$ cat src/rtl/note_sequencer_pkg.sv
`default_nettype none
// +--------------------------------------------------------------------------+
// | Module      : note_sequencer_pkg                                         |
// | Description : Shared encodings, state type and helpers for the sequencer.|
// | Revision    : 1.0 - initial release                                      |
// +--------------------------------------------------------------------------+
package note_sequencer_pkg;

  localparam int NUM_NOTES = 8;

  localparam logic [1:0] MODE_UP     = 2'b00;
  localparam logic [1:0] MODE_DOWN   = 2'b01;
  localparam logic [1:0] MODE_UPDOWN = 2'b10;

  localparam logic [1:0] DUR_FULL    = 2'b00;
  localparam logic [1:0] DUR_HALF    = 2'b01;
  localparam logic [1:0] DUR_QUARTER = 2'b10;

  typedef enum logic [1:0] {
    ST_IDLE = 2'd0,
    ST_PLAY = 2'd1,
    ST_GAP  = 2'd2,
    ST_DONE = 2'd3
  } state_t;

  function automatic logic [2:0] dur_ticks(input logic [1:0] dur);
    logic [2:0] w_t;
    case (dur)
      DUR_FULL:    w_t = 3'd4;
      DUR_HALF:    w_t = 3'd2;
      DUR_QUARTER: w_t = 3'd1;
      default:     w_t = 3'd1;
    endcase
    return w_t;
  endfunction

  // The position counter always counts upward; direction lives in this mapping.
  function automatic logic [2:0] pos_to_idx(input logic [1:0] mode, input logic [3:0] pos);
    logic [3:0] w_v;
    case (mode)
      MODE_UP:     w_v = pos;
      MODE_DOWN:   w_v = 4'd7 - pos;
      MODE_UPDOWN: w_v = (pos < 4'd8) ? pos : 4'd14 - pos;
      default:     w_v = pos;
    endcase
    return w_v[2:0];
  endfunction

  function automatic logic [3:0] last_pos(input logic [1:0] mode);
    return (mode == MODE_UPDOWN) ? 4'd14 : 4'(NUM_NOTES - 1);
  endfunction

  function automatic logic [NUM_NOTES-1:0] onehot(input logic [2:0] idx);
    return 8'h80 >> idx;
  endfunction

endpackage
`default_nettype wire

$ cat src/rtl/note_sequencer_tick_gen.sv
`default_nettype none
// +--------------------------------------------------------------------------+
// | Module      : note_sequencer_tick_gen                                    |
// | Description : Free-running divider, one-cycle tick every TICK_DIV clocks.|
// | Revision    : 1.0 - initial release                                      |
// +--------------------------------------------------------------------------+
module note_sequencer_tick_gen #(
  parameter int TICK_DIV = 4
) (
  input  logic clk,
  input  logic rst,
  input  logic clr,
  output logic tick
);

  localparam int CW = (TICK_DIV > 1) ? $clog2(TICK_DIV) : 1;
  localparam logic [CW-1:0] C_LAST = CW'(TICK_DIV - 1);

  logic [CW-1:0] r_cnt;

  always_ff @(posedge clk) begin
    if (rst || clr) begin
      r_cnt <= '0;
    end else if (r_cnt == C_LAST) begin
      r_cnt <= '0;
    end else begin
      r_cnt <= r_cnt + 1'b1;
    end
  end

  assign tick = (r_cnt == C_LAST);

endmodule
`default_nettype wire

$ cat src/rtl/note_sequencer.sv
`default_nettype none
// +--------------------------------------------------------------------------+
// | Module      : note_sequencer                                             |
// | Description : Steps a note-enable mask through the octave on request.    |
// | Revision    : 1.0 - initial release                                      |
// +--------------------------------------------------------------------------+
module note_sequencer
  import note_sequencer_pkg::*;
#(
  parameter int CLK_HZ     = 25000000,
  parameter int BEAT_HZ    = 2,
  parameter int GAP_CYCLES = 0
) (
  input  logic       clk,
  input  logic       rst,
  input  logic [7:0] sw,
  input  logic       start,
  input  logic       stop,
  input  logic [1:0] mode,
  input  logic [1:0] dur_sel,
  output logic [7:0] note_en,
  output logic [2:0] note_idx,
  output logic       busy,
  output logic       done
);

  localparam int TICK_DIV = CLK_HZ / (4 * BEAT_HZ);
  localparam int GW = (GAP_CYCLES > 0) ? $clog2(GAP_CYCLES + 1) : 1;
  localparam logic [GW-1:0] C_GAP_LAST = GW'((GAP_CYCLES > 0) ? GAP_CYCLES - 1 : 0);

  state_t        r_state;
  logic          r_start_d;
  logic [1:0]    r_mode;
  logic [1:0]    r_dur;
  logic [7:0]    r_sw;
  logic [3:0]    r_pos;
  logic [2:0]    r_ticks;
  logic [GW-1:0] r_gap;

  logic          w_tick;
  logic          w_clr;
  logic          w_start_edge;
  logic          w_note_end;
  logic          w_last;
  logic [3:0]    w_next_pos;
  logic [2:0]    w_next_idx;
  logic [2:0]    w_first_idx;

  assign w_start_edge = start & ~r_start_d;
  assign w_note_end   = (r_state == ST_PLAY) && w_tick && (r_ticks == dur_ticks(r_dur) - 3'd1);
  assign w_last       = (r_pos == last_pos(r_mode));
  assign w_next_pos   = r_pos + 4'd1;
  assign w_next_idx   = pos_to_idx(r_mode, w_next_pos);
  assign w_first_idx  = pos_to_idx(mode, 4'd0);
  // Divider is held at zero outside a note so every note starts on a fresh tick period.
  assign w_clr        = (r_state != ST_PLAY) || w_note_end;

  note_sequencer_tick_gen #(
    .TICK_DIV (TICK_DIV)
  ) u_tick_gen (
    .clk  (clk),
    .rst  (rst),
    .clr  (w_clr),
    .tick (w_tick)
  );

  always_ff @(posedge clk) begin
    if (rst) begin
      r_state   <= ST_IDLE;
      r_start_d <= 1'b0;
      r_mode    <= MODE_UP;
      r_dur     <= DUR_FULL;
      r_sw      <= 8'h00;
      r_pos     <= 4'd0;
      r_ticks   <= 3'd0;
      r_gap     <= '0;
      note_en   <= 8'h00;
      note_idx  <= 3'd0;
      busy      <= 1'b0;
      done      <= 1'b0;
    end else begin
      r_start_d <= start;
      case (r_state)
        ST_IDLE: begin
          note_en <= sw;
          busy    <= 1'b0;
          done    <= 1'b0;
          if (w_start_edge && !stop) begin
            r_mode   <= mode;
            r_dur    <= dur_sel;
            r_sw     <= sw;
            r_pos    <= 4'd0;
            r_ticks  <= 3'd0;
            r_gap    <= '0;
            note_idx <= w_first_idx;
            note_en  <= onehot(w_first_idx) & sw;
            busy     <= 1'b1;
            r_state  <= ST_PLAY;
          end
        end
        ST_PLAY: begin
          if (stop) begin
            note_en <= 8'h00;
            busy    <= 1'b0;
            r_state <= ST_IDLE;
          end else if (w_note_end) begin
            r_ticks <= 3'd0;
            if (w_last) begin
              note_en <= 8'h00;
              done    <= 1'b1;
              r_state <= ST_DONE;
            end else if (GAP_CYCLES > 0) begin
              note_en <= 8'h00;
              r_gap   <= '0;
              r_state <= ST_GAP;
            end else begin
              r_pos    <= w_next_pos;
              note_idx <= w_next_idx;
              note_en  <= onehot(w_next_idx) & r_sw;
            end
          end else if (w_tick) begin
            r_ticks <= r_ticks + 3'd1;
          end
        end
        ST_GAP: begin
          if (stop) begin
            note_en <= 8'h00;
            busy    <= 1'b0;
            r_state <= ST_IDLE;
          end else if (r_gap == C_GAP_LAST) begin
            r_pos    <= w_next_pos;
            note_idx <= w_next_idx;
            note_en  <= onehot(w_next_idx) & r_sw;
            r_state  <= ST_PLAY;
          end else begin
            r_gap <= r_gap + 1'b1;
          end
        end
        ST_DONE: begin
          done    <= 1'b0;
          busy    <= 1'b0;
          note_en <= sw;
          r_state <= ST_IDLE;
        end
        default: begin
          note_en <= 8'h00;
          busy    <= 1'b0;
          done    <= 1'b0;
          r_state <= ST_IDLE;
        end
      endcase
    end
  end

endmodule
`default_nettype wire

$ cat config.mk
export PLATFORM = sky130hd
export DESIGN_NAME = note_sequencer
export DESIGN_NICKNAME = d
export VERILOG_FILES = /design/src/rtl/note_sequencer_pkg.sv /design/src/rtl/note_sequencer_tick_gen.sv /design/src/rtl/note_sequencer.sv
export SDC_FILE = /design/constraint.sdc
export NUM_CORES = 1
export LEC_CHECK = 0
export ABC_AREA = 0
export CORE_MARGIN = 4
export CORE_UTILIZATION = 52
export CTS_CLUSTER_DIAMETER = 50
export DETAILED_ROUTE_END_ITERATION = 10
export PLACE_DENSITY_LB_ADDON = 0.08
export RECOVER_POWER = 100
export SYNTH_ARGS = -nofsm -noshare
export SYNTH_HDL_FRONTEND = slang
export SYNTH_SLANG_ARGS = --single-unit
export TNS_END_PERCENT = 30
$ cat constraint.sdc
create_clock -name clk -period 2.01 [get_ports clk]
set_input_delay 0.5025 -clock clk [delete_from_list [all_inputs] [get_ports clk]]
set_output_delay 0.5025 -clock clk [all_outputs]
set_load 0.01 [all_outputs]
==> impl_metrics.tcl <==
set metrics [dict create \
    clockBufferDepth 2 \
    drive_above_1_share_pct 31.14 \
    endpoint_kind "flop" \
    setup_viol 4 \
    dp.cells 513 \
    port_buffers 28 \
    diodes 0 \
    ios 29 \
    drc 0 \
    grt_pass1_wl_mm 13.51 \
    timing.rr.start "r_mode[0]" \
    async_flop_share_pct 0 \
    worst_pin_slew_ns 0.5455 \
    syn_avg_cell_area_um2 8.765 \
    regArea_um2 1157 \
    hpwl_mm 5.670 \
    clock_skew_ns 0.008630 \
    layout_min_cycle_time_ns 2.036 \
    netlist_instances 370 \
    synth_edf_count 0 \
    fin_crit_sh_pct 101.3 \
    whs_ns 0.4206 \
    vias 3118 \
    hold_class "reg -> reg" \
    grt_overflow 0 \
    cts_root_buffer "clkbuf_8" \
    first_iter_violations 150 \
    drt-total-wl_mm 8.752 \
    top_usage_layer "met2" \
    stdcell_count 547 \
    cts_tree "done" \
    nets 494 \
    design_area_um2 4567 \
    arrival_ns 2.27 \
    cp-endpoint "r_pos[3]" \
    max_slew_margin_pct 63.41 \
    cts.sinks 57 \
    finalWorstSetupSlack_ns -0.02600 \
    die_w_um 86.98 \
    crit_path_start "start" \
    syn_nets 397 \
    utilization_pct 76.23 \
    gp_congestion 0.8761 \
    multi_input_area_um2 2186 \
    drv_slew 0 \
    die_h_um 86.98 \
    num_rows 28 \
    cp.required_ns 2.24 \
    p_total_mw 2.995 \
    violations "negative setup slack" \
    h-tree-depth 3 \
    clk_latency_ns 0.34 \
    timing.fmax_ghz 0.4912 \
    use_met1_pct 26.22 \
    fillers 418 \
    status "finished, violations left" \
    grt_pass1_vias 2988 \
    r2r_setup_slack_ns 0 \
    post_synth_instance_area_um2 3243 \
    fin_setup_tns_ns -0.03804 \
    reg2reg_depth 8 \
    ys.flop_type "dfxtp_1" \
    ys_ff_latch 57 \
    met2_usage_pct 38.51 \
    crit_fanout 4 \
    start_util_pct 54.14 \
    ir_worst_vdd_mv 0.4533 \
    cts_buffers 9 \
    dpl_worst_slack_ns -0.1953 \
    ys_types 70 \
    core_area_um2 5991 \
    startpoint_type "input port" \
    yosysWarnings 0 \
    cap_violations 0 \
    critPathKind "in -> reg" \
    finalHoldViolCount 0 \
    gr-usage-all-layers_pct 22.54 \
    antenna_found_initial 0 \
    clk_pin_slew_ns 0.07 \
    firstDrtPassIters 5 \
    wl_per_cell_um 16.00 \
    power-per-cell-area_nw_per_um2 655.8 \
    p_leak_nw 1.789 \
    placed_area_um2 4028 \
    postRouteAntennaNets 0 \
    worst_r2r_endpoint "note_idx[1]" \
    vias_per_cell 5.700 \
    die_area_um2 7565 \
    yosysSeqAreaShare_pct 35.19 \
    grtUsageMet3_pct 5.203 \
    area_delta_synth_final_pct 40.82 \
    grt_max_degree 33 \
    rsz0062_at_grt "true" \
]
[cell usage in the layout (no fill, tap or decap), types with 5 or more instances in the layout]
master / Yosys / layout
ha_1: 11 / 7
xnor2_1: 7 / 5
clkdlybuf4s50_1: 0 / 14
nor2_1: 43 / 39
nor2b_1: 8 / 8
mux2i_1: 6 / 6
buf_4: 0 / 60
buf_12: 0 / 5
nand3_1: 10 / 10
dlygate4sd3_1: 0 / 14
xor2_1: 15 / 15
dfxtp_2: 0 / 7
a21oi_1: 20 / 19
nor3_1: 5 / 5
nand2_1: 51 / 51
clkbuf_8: 0 / 10
nand4_1: 10 / 10
nor3b_1: 7 / 6
inv_1: 12 / 11
dfxtp_1: 57 / 48
[synth_stat cells, types with 6 or more instances]
cell type,n,area (um2)
a21oi_1,20,100.1
xnor2_1,7,61.31
dfxtp_1,57,1141
nand4_1,10,62.56
xor2_1,15,131.4
nand3_1,10,50.05
nor3b_1,7,52.55
nor2b_1,8,50.05
clkbuf_1,12,45.04
nand2_1,51,191.4
nor2_1,43,161.4
inv_1,12,45.04
mux2i_1,6,60.06
ha_1,11,137.6
[flip-flops by register name (all words and copies together), names as in the netlist]
register / count
r_ticks: 3
r_state: 2
note_en: 8
r_pos: 4
r_sw: 8
note_idx: 3
r_start_d: 1
r_dur: 2
u_tick_gen.r_cnt: 22
done: 1
busy: 1
r_mode: 2
[final cells by class]
class	count	area share, %
Multi-Input combinational cell	286	47.86
Sequential cell	57	25.34
Timing Repair Buffer	100	19.53
Clock buffer	13	3.260
Tap cell	75	2.055
Inverter	13	1.068
Clock inverter	3	0.8767
[worst min-delay path by stage]
| stage | slack, ns | end | start | cells past startpoint |
|---|---|---|---|---|
| after CTS | 0.45 | u_tick_gen.r_cnt[0] | u_tick_gen.r_cnt[0] | 1 |
| after global placement | 0.43 | u_tick_gen.r_cnt[0] | u_tick_gen.r_cnt[0] | 1 |
| after detailed placement | 0.44 | u_tick_gen.r_cnt[0] | u_tick_gen.r_cnt[0] | 1 |
| final | 0.42 | u_tick_gen.r_cnt[0] | u_tick_gen.r_cnt[0] | 1 |
| after global routing | 0.43 | u_tick_gen.r_cnt[0] | u_tick_gen.r_cnt[0] | 1 |
| after floorplan | 0.42 | u_tick_gen.r_cnt[0] | u_tick_gen.r_cnt[0] | 1 |
[power by group]
| part | total (mW) | internal [mW] | switching (mW) |
|---|---|---|---|
| logic | 0.716 | 0.352 | 0.364 |
| clock network | 1.07 | 0.604 | 0.461 |
| registers | 1.21 | 1.18 | 0.0313 |
| total | 2.99 | 2.14 | 0.857 |
[per-layer routing]
layer	wire length, um	up-vias	part of all wire (%)
li1	-	1530	-
met1	3771	1474	43
met2	4306	86	49
met3	372	28	4.3
met4	301	0	3.4
met5	0	-	0
[kinds of logic after synthesis]
| kind of cell | count (synthesis) | share of synthesized area, % |
|---|---|---|
| simple gates | 174 | 30.67 |
| xor+xnor | 22 | 5.942 |
| flops | 57 | 35.19 |
| mux | 8 | 2.662 |
| buf+inv | 28 | 3.703 |
| compound gates | 70 | 17.59 |
| fa+ha+maj | 11 | 4.244 |
[worst max-delay path, cell delays in order]
cell and delay, ns:
dlygate4sd3_1 0.63, nor4bb_2 0.37, a21oi_1 0.11, nor2_2 0.20, buf_4 0.16, a22oi_1 0.08
a32o_1 0.21
[timing repair]
item,4_1_cts,5_1_grt
gates resized for setup,10,42
pin swaps,8,22
setup buffers,2,16
endpoints found under the setup margin,11,15
hold buffers,0,0
gates cloned,0,1
No activity file was read; power rests on OpenSTA's default activity.
